### config.mk
export PLATFORM = sky130hd
export DESIGN_NAME = mccpu_ctrl
export DESIGN_NICKNAME = d
export VERILOG_FILES = /design/src/rtl/mccpu_ctrl.sv
export SDC_FILE = /design/constraint.sdc
export NUM_CORES = 1
export LEC_CHECK = 0
export CORE_MARGIN = 4
export CORE_UTILIZATION = 55
export CTS_BUF_LIST = sky130_fd_sc_hd__clkbuf_8
export CTS_CLUSTER_SIZE = 20
export DETAILED_ROUTE_END_ITERATION = 8
export PLACE_DENSITY = 0.89
export SYNTH_ARGS = -nofsm -noshare
export SYNTH_HDL_FRONTEND = slang
export SYNTH_SLANG_ARGS = --single-unit
### constraint.sdc
create_clock -name clk -period 9.19 [get_ports clk]
set_input_delay 1.838 -clock clk [delete_from_list [all_inputs] [get_ports clk]]
set_output_delay 1.838 -clock clk [all_outputs]
set_load 0.005 [all_outputs]
### src/rtl/mccpu_ctrl.sv
// mccpu_ctrl: multi-cycle control FSM for the MIPS-subset CPU.
// Each instruction walks IF -> ID -> EXE -> MEM -> WB (shortened where the
// instruction finishes early). Produces per-cycle write strobes and datapath
// selects; all outputs are combinational from state, Op, Funct and Zero.
//
// Ports:
//   clk, rst            clock, synchronous active-high reset
//   Op, Funct, Zero     instruction fields from IR, ALU zero flag
//   PCWrite, IRWrite, RegWrite, MemWrite   write strobes
//   EXTOp, ALUOp, NPCOp, ALUSrcA, ALUSrcB, GPRSel, WDSel   datapath selects
//   state               current FSM state (debug)
//   illegal             pulse in ID for an undecodable instruction
//   instr_done          pulse in an instruction's final state
//   icount              retired-instruction counter (wraps)
module mccpu_ctrl #(
  parameter int ICNT_W = 32
) (
  input  logic              clk,
  input  logic              rst,
  input  logic [5:0]        Op,
  input  logic [5:0]        Funct,
  input  logic              Zero,
  output logic              PCWrite,
  output logic              IRWrite,
  output logic              RegWrite,
  output logic              MemWrite,
  output logic              EXTOp,
  output logic [3:0]        ALUOp,
  output logic [1:0]        NPCOp,
  output logic [1:0]        ALUSrcA,
  output logic              ALUSrcB,
  output logic              GPRSel,
  output logic              WDSel,
  output logic [2:0]        state,
  output logic              illegal,
  output logic              instr_done,
  output logic [ICNT_W-1:0] icount
);

  localparam logic [2:0] S_IF  = 3'd0;
  localparam logic [2:0] S_ID  = 3'd1;
  localparam logic [2:0] S_EXE = 3'd2;
  localparam logic [2:0] S_MEM = 3'd3;
  localparam logic [2:0] S_WB  = 3'd4;

  localparam logic [3:0] ALU_NOP  = 4'b0000;
  localparam logic [3:0] ALU_ADD  = 4'b0001;
  localparam logic [3:0] ALU_SUB  = 4'b0010;
  localparam logic [3:0] ALU_AND  = 4'b0011;
  localparam logic [3:0] ALU_OR   = 4'b0100;
  localparam logic [3:0] ALU_SLT  = 4'b0101;
  localparam logic [3:0] ALU_SLTU = 4'b0110;
  localparam logic [3:0] ALU_SLL  = 4'b0111;
  localparam logic [3:0] ALU_NOR  = 4'b1000;

  logic [2:0]        state_q, state_d;
  logic [ICNT_W-1:0] icount_q;

  // decode results
  logic       d_legal, d_j, d_beq, d_bne, d_lw, d_sw;
  logic [3:0] d_alu;
  logic [1:0] d_srca;
  logic       d_srcb, d_ext, d_gpr, d_wd;

  always_comb begin
    d_legal = 1'b1;
    d_j     = 1'b0;
    d_beq   = 1'b0;
    d_bne   = 1'b0;
    d_lw    = 1'b0;
    d_sw    = 1'b0;
    d_alu   = ALU_NOP;
    d_srca  = 2'b00;
    d_srcb  = 1'b0;
    d_ext   = 1'b0;
    d_gpr   = 1'b0;
    d_wd    = 1'b0;
    case (Op)
      6'b000000: begin
        case (Funct)
          6'b100000, 6'b100001: d_alu = ALU_ADD;
          6'b100010, 6'b100011: d_alu = ALU_SUB;
          6'b100100:            d_alu = ALU_AND;
          6'b100101:            d_alu = ALU_OR;
          6'b100111:            d_alu = ALU_NOR;
          6'b101010:            d_alu = ALU_SLT;
          6'b101011:            d_alu = ALU_SLTU;
          6'b000000: begin
            d_alu  = ALU_SLL;
            d_srca = 2'b01;
          end
          default:              d_legal = 1'b0;
        endcase
      end
      6'b001000: begin // addi
        d_alu = ALU_ADD; d_srcb = 1'b1; d_ext = 1'b1; d_gpr = 1'b1;
      end
      6'b001101: begin // ori
        d_alu = ALU_OR; d_srcb = 1'b1; d_gpr = 1'b1;
      end
      6'b001010: begin // slti
        d_alu = ALU_SLT; d_srcb = 1'b1; d_ext = 1'b1; d_gpr = 1'b1;
      end
      6'b001111: begin // lui: immediate routed through port A, ALU passes it
        d_alu = ALU_NOP; d_srca = 2'b10; d_gpr = 1'b1;
      end
      6'b100011: begin // lw
        d_lw = 1'b1; d_alu = ALU_ADD; d_srcb = 1'b1; d_ext = 1'b1;
        d_gpr = 1'b1; d_wd = 1'b1;
      end
      6'b101011: begin // sw
        d_sw = 1'b1; d_alu = ALU_ADD; d_srcb = 1'b1; d_ext = 1'b1;
      end
      6'b000100: begin d_beq = 1'b1; d_alu = ALU_SUB; end
      6'b000101: begin d_bne = 1'b1; d_alu = ALU_SUB; end
      6'b000010: d_j = 1'b1;
      default:   d_legal = 1'b0;
    endcase
  end

  // state register + retired-instruction counter
  always_ff @(posedge clk) begin
    if (rst) begin
      state_q  <= S_IF;
      icount_q <= '0;
    end else begin
      state_q <= state_d;
      if (instr_done) icount_q <= icount_q + ICNT_W'(1);
    end
  end

  // next state
  always_comb begin
    state_d = S_IF;
    case (state_q)
      S_IF:  state_d = S_ID;
      S_ID:  state_d = (d_j || !d_legal) ? S_IF : S_EXE;
      S_EXE: begin
        if (d_beq || d_bne)     state_d = S_IF;
        else if (d_lw || d_sw)  state_d = S_MEM;
        else                    state_d = S_WB;
      end
      S_MEM: state_d = d_lw ? S_WB : S_IF;
      S_WB:  state_d = S_IF;
      default: state_d = S_IF; // unreachable codes recover to IF
    endcase
  end

  // outputs; everything forced low while rst is high
  logic dec_en;
  always_comb begin
    PCWrite    = 1'b0;
    IRWrite    = 1'b0;
    RegWrite   = 1'b0;
    MemWrite   = 1'b0;
    NPCOp      = 2'b00;
    illegal    = 1'b0;
    instr_done = 1'b0;
    dec_en     = 1'b0;
    EXTOp      = 1'b0;
    ALUOp      = ALU_NOP;
    ALUSrcA    = 2'b00;
    ALUSrcB    = 1'b0;
    GPRSel     = 1'b0;
    WDSel      = 1'b0;
    if (!rst) begin
      case (state_q)
        S_IF: begin
          IRWrite = 1'b1;
          PCWrite = 1'b1;
        end
        S_ID: begin
          dec_en = 1'b1;
          if (d_j) begin
            PCWrite    = 1'b1;
            NPCOp      = 2'b10;
            instr_done = 1'b1;
          end else if (!d_legal) begin
            illegal    = 1'b1;
            instr_done = 1'b1;
          end
        end
        S_EXE: begin
          dec_en = 1'b1;
          // Zero only matters here, and only for branches
          if (d_beq || d_bne) begin
            PCWrite    = d_beq ? Zero : ~Zero;
            NPCOp      = 2'b01;
            instr_done = 1'b1;
          end
        end
        S_MEM: begin
          dec_en = 1'b1;
          if (d_sw) begin
            MemWrite   = 1'b1;
            instr_done = 1'b1;
          end
        end
        S_WB: begin
          dec_en     = 1'b1;
          RegWrite   = 1'b1;
          instr_done = 1'b1;
        end
        default: ;
      endcase
    end
    if (dec_en) begin
      EXTOp   = d_ext;
      ALUOp   = d_alu;
      ALUSrcA = d_srca;
      ALUSrcB = d_srcb;
      GPRSel  = d_gpr;
      WDSel   = d_wd;
    end
  end

  assign state  = rst ? 3'd0 : state_q;
  assign icount = rst ? '0 : icount_q;

endmodule

---- Word level (Yosys, flattened, before mapping) ----
Cells that the tools add are included.
storage, ports and cells
  logic and storage cells ................. 96
  bits in latches ......................... 0
  register bits ........................... 35
  output and inout port bits .............. 53
  RAM bits ................................ 0
  bits of input ports ..................... 15
  memories kept ........................... 0
  bits in read-only memories .............. 0
cells by class
  $add $sub $neg .......................... 1
  $lt $le $gt $ge ......................... 0
  multiplexer cells ....................... 53
  reductions and logical operators ........ 17
  bitwise logic cells ..................... 1
  divide/modulo/power cells ............... 0
  shifts and indexed selects .............. 0
  equality and inequality tests ........... 22
  multiply operators ...................... 0
operators with widths
  operator                                                                count
  6-bit equality test (second input constant)                             11
  1-bit 2-to-1 mux                                                        35
  32-bit by 1-bit adder with 32-bit output (second input constant)        1
  32-bit 2-to-1 mux                                                       1
  4-bit one-hot mux with 8 select lines                                   1
  6-bit by 4-bit equality test with 1-bit output (second input constant)  4
  4-bit one-hot mux with 5 select lines                                   1
  6-bit by 3-bit equality test with 1-bit output (second input constant)  2
  6-bit logical NOT                                                       2
  3-bit 2-to-1 mux                                                        4
  3-bit one-hot mux with 4 select lines                                   1
  10-bit OR reduction                                                     1
  5-bit OR reduction                                                      2
  9-bit OR reduction                                                      1
  2-bit 2-to-1 mux                                                        4
  2-bit one-hot mux with 2 select lines                                   2
  4-bit OR reduction                                                      2
  3-bit by 2-bit equality test with 1-bit output (second input constant)  2
  6-bit by 2-bit equality test with 1-bit output (second input constant)  1
  2-bit OR reduction                                                      3
  4-bit 2-to-1 mux                                                        1
  1-bit one-hot mux with 4 select lines                                   1
  3-bit by 1-bit equality test with 1-bit output (second input constant)  1
  3-bit equality test (second input constant)                             1
  7 further kinds                                                         9

---- Longest topological paths before layout ----
  depth in word-level cells ............... 8
  gate-level depth with buffers ........... 9
  gate-level depth less buffers ........... 7

---- Least setup slack after synthesis ----
OpenSTA, ideal clock, no wires.
  path kind ............................... input port to output port
  start point ............................. input port Op[1]
  end point ............................... output port instr_done
  path buffers ............................ 2
  data required time ...................... 7.352 ns
  setup slack ............................. 3.795 ns
  stages on the path ...................... 7
  arrival time ............................ 3.557 ns
  cells stage by stage .................... buf_6 > or4_4 > or4_4 > o211ai_2 > o221a_2 > buf_4 > inv_2
between the ends
  word-level cells in the longest chain between the ends .. 7
  elaborated cells between the ends (all ways) .. 23
  classes of those cells .................. 9 x eq/ne; 11 x mux; 3 x reduce/logical
RTL lines
  element                                            line  RTL
  start: declaration                                 20    input logic [5:0] Op,
  6-bit equality test, or another cell as far along  78    case (Op)
  9-bit OR reduction (no source line)                --
  1-bit one-hot mux with 2 select lines              78
  1-bit 2-to-1 mux                                   178   end else if (!d_legal) begin
  1-bit 2-to-1 mux                                   174   if (d_j) begin
  1-bit one-hot mux with 4 select lines *            167   case (state_q)
  1-bit 2-to-1 mux *                                 166   if (!rst) begin
  end: declaration                                   36    output logic instr_done,
Mark *: on every way between the ends. The rest lies on a longest branch, timed or not.

---- Final worst setup path ----
Same ends and word-level chain as after synthesis.

==> results.json <==
{
  "drive_gt1_share_pct": 6.02,
  "antenna_found_initial": 0,
  "use_met2_pct": 38.7,
  "yosysUniqueCellTypes": 54,
  "yosys.area_share.simple_pct": 39.8,
  "numCtsBuffers": 5,
  "vdd_drop_max_mv": 0.0854,
  "synth.yosys.seq_area_share_pct": 26.4,
  "place_hpwl_microns": 5010,
  "synthTopCellsByCount": "46 x nor2_1, 35 x dfxtp_1, 29 x nor2b_1, 24 x nand2_1, 17 x a21oi_1",
  "finalClockSkew_ns": 0.00284,
  "dr.pass1.iters": 5,
  "synth_seq_cells": 35,
  "dieArea_sq_um": 6000,
  "vias": 2775,
  "grt-busiest-layer": "met2",
  "synth_area_per_cell_sq_um": 7.61,
  "yosysMostFrequentCell": "nor2_1",
  "required_ns": 7.35,
  "track_usage_pct": 22.9,
  "clockRootBuffer": "clkbuf_8",
  "p_leak_nw": 1.09,
  "cts_tree": "yes",
  "vias_per_cell": 6.13,
  "gr-total-overflow": 0,
  "clockBufferDepth": 2,
  "holdWs_ns": 0.507,
  "end_kind": "output pin",
  "reg2reg_slack_ns": 6.52,
  "period_share_pct": 74.3,
  "critPathMaxStageDelay_ns": 0.62,
  "synthFlopType": "dfxtp_1",
  "nNetsFinal": 415,
  "syn-num-nets": 365,
  "criticalPathCategory": "primary input to output pin",
  "nFillCells": 391,
  "fp.dieW_microns": 77.5,
  "setup_viol": 0,
  "synth_edf_count": 0,
  "grt_pass1_wl_microns": 11600,
  "synth_top_family_by_area": "simple AND/OR/NAND/NOR gates",
  "h-tree-depth": 2,
  "critPathLaunch": "Op[1]",
  "fmax_ghz": 0.146,
  "totalWireLength_microns": 6840,
  "slowest_stage": "or4_4",
  "slew_viol_final": 0,
  "ys_warn_count": 0,
  "drtIter0Drc": 198,
  "slew_headroom_pct": 56.6,
  "critPathTopFamily": "buffers and inverters",
  "synth_top_area_share_pct": 26.4,
  "rows": 25,
  "cts_resized": 0,
  "antennaDiodeCount": 0,
  "grt_max_degree": 72,
  "synthAdderAreaFrac_pct": 0.471,
  "hp-start": "icount_q[6]",
  "postCtsSetupBuffers": 0,
  "clk_pin_slew_ns": 0.07,
  "routedWlPerCell_microns": 15.1,
  "area_growth_pct": 26.2,
  "detail-route-antenna-nets": 0,
  "grt_pass1_vias": 2590,
  "rr_startpoint": "state_q[1]",
  "synthMuxAreaShare_pct": 6.27,
  "synth-compound-area-share_pct": 16.5,
  "fin_tns_setup_ns": 0,
  "hold_viol": 0,
  "status": "complete, no violations",
  "rsz0062_at_grt": "false",
  "die_h_microns": 77.5,
  "path_max_fanout": 29,
  "clkLatencyLatePin_ns": 0.29,
  "synthCells": 349,
  "ios": 68,
  "port_buffers": 67,
  "synth_area_leaders": "dfxtp_1 26%, nor2b_1 6.8%, nor2_1 6.5%",
  "async_reset_ff_share_pct": 0,
  "fin_crit_ns": 6.83,
  "crit_chain": "clkdlybuf4s50_1 -> or4_4 -> or4_4 -> o211ai_2 -> o221a_2 -> inv_2 -> clkdlybuf4s50_1",
  "grtUsageMet1_pct": 29.3,
  "cp-start-kind": "primary input",
  "initial_core_util_pct": 56.6,
  "cts_hold_buf": 0,
  "cap_violations": 0,
  "min_path_type": "flip-flop to flip-flop",
  "fp.coreArea_sq_um": 4690,
  "synth_area_sq_um": 2660,
  "synthXorXnorAreaFrac_pct": 3.30,
  "cp.buffers_inverters": 3,
  "cts_sinks": 35,
  "power.density_nw_per_um2": 98.9,
  "synth_top_area_cell": "dfxtp_1",
  "gp_congestion": 0.842,
  "worst_pin_slew_ns": 0.651,
  "grtUsageMet3_pct": 3.94,
  "arrival_ns": 4.99,
  "post-route-drc-count": 0
}
## cell families (layout without fill, tap and decap cells)
| logic type | after synthesis | count (layout) |
|---|---|---|
| AOI/OAI and AO/OA | 60 | 60 |
| xor gates and xnor gates | 10 | 10 |
| and+or+nand+nor | 191 | 191 |
| muxes | 15 | 15 |
| DFF | 35 | 35 |
| adders and majority gates | 1 | 1 |
| buffers and inverters | 37 | 87 |
## worst paths after layout
kind / cells after the start / to
max: 7 / instr_done
min: 2 / icount_q[6]
max reg2reg: 6 / icount_q[15]
min reg2reg: 2 / icount_q[6]
## power breakdown
| part | switching [mW] | leakage (nW) | internal [mW] |
|---|---|---|---|
| logic | 0.0250 | 0.755 | 0.0184 |
| registers | 0.00216 | 0.282 | 0.153 |
| clock network | 0.0550 | 0.0554 | 0.0784 |
## per-layer routing
layer	routed length, microns	part of all wire (%)	vias to the layer above
li1	-	-	1363
met1	3110	45	1285
met2	3240	47	107
met3	325	4.8	20
met4	159	2.3	0
met5	0	0	-
## placed cells by master, fill, tap and decap left out, types with 4 or more instances in the layout
cell / Yosys / layout
or4_1: 8 / 8
nor3b_1: 4 / 4
nand4_1: 11 / 11
nand2_1: 24 / 24
nor3_1: 12 / 12
or3_1: 5 / 5
nand2b_1: 6 / 6
mux2_1: 13 / 13
clkbuf_8: 0 / 5
clkdlybuf4s50_1: 0 / 66
o21ai_0: 6 / 6
o31ai_1: 10 / 10
nor4_1: 7 / 7
o21ai_1: 4 / 4
and2_1: 4 / 4
nor2_1: 46 / 46
dfxtp_1: 35 / 35
or2_2: 4 / 4
a21oi_1: 17 / 17
nand3_1: 11 / 11
inv_1: 11 / 12
xnor2_1: 8 / 8
and3_1: 6 / 6
nor2b_1: 29 / 29
## registers in the layout (all words and copies together), names as in the netlist
signal / flops
icount_q: 32
state_q: 3
## layout make-up
cell class              count  area, sq um  area share [%]
multi-input cells         277         1760            52.6
flip-flops and latches     35          701            20.9
clock inverters             2         33.8            1.01
clock buffers               5         68.8            2.05
inverters                  12         45.0            1.34
repair buffers             68          673            20.1
well taps                  54         67.6            2.02
## worst reg2reg max path, cell delays in order, from the launching register on
cell	delay [ns]
dfxtp_1	0.54
nand2_1	0.12
or3_1	0.35
and2_1	0.15
o221a_2	0.44
or4_1	0.60
mux2_1	0.35
## metrics by stage
step	cell area, sq um	util, %	std cells	worst slack (ns)	power [mW]
after CTS	3350	71.4	453	2.39	0.332
final	3350	71.4	453	2.36	0.332
after global routing	3350	71.4	453	2.24	0.343
after global placement	3250	69.2	446	2.47	0.200
after detailed placement	3250	69.2	446	2.40	0.201
after floorplan	2660	-	349	3.79	0.188
Note: power is estimated with default switching activity, not from simulation.
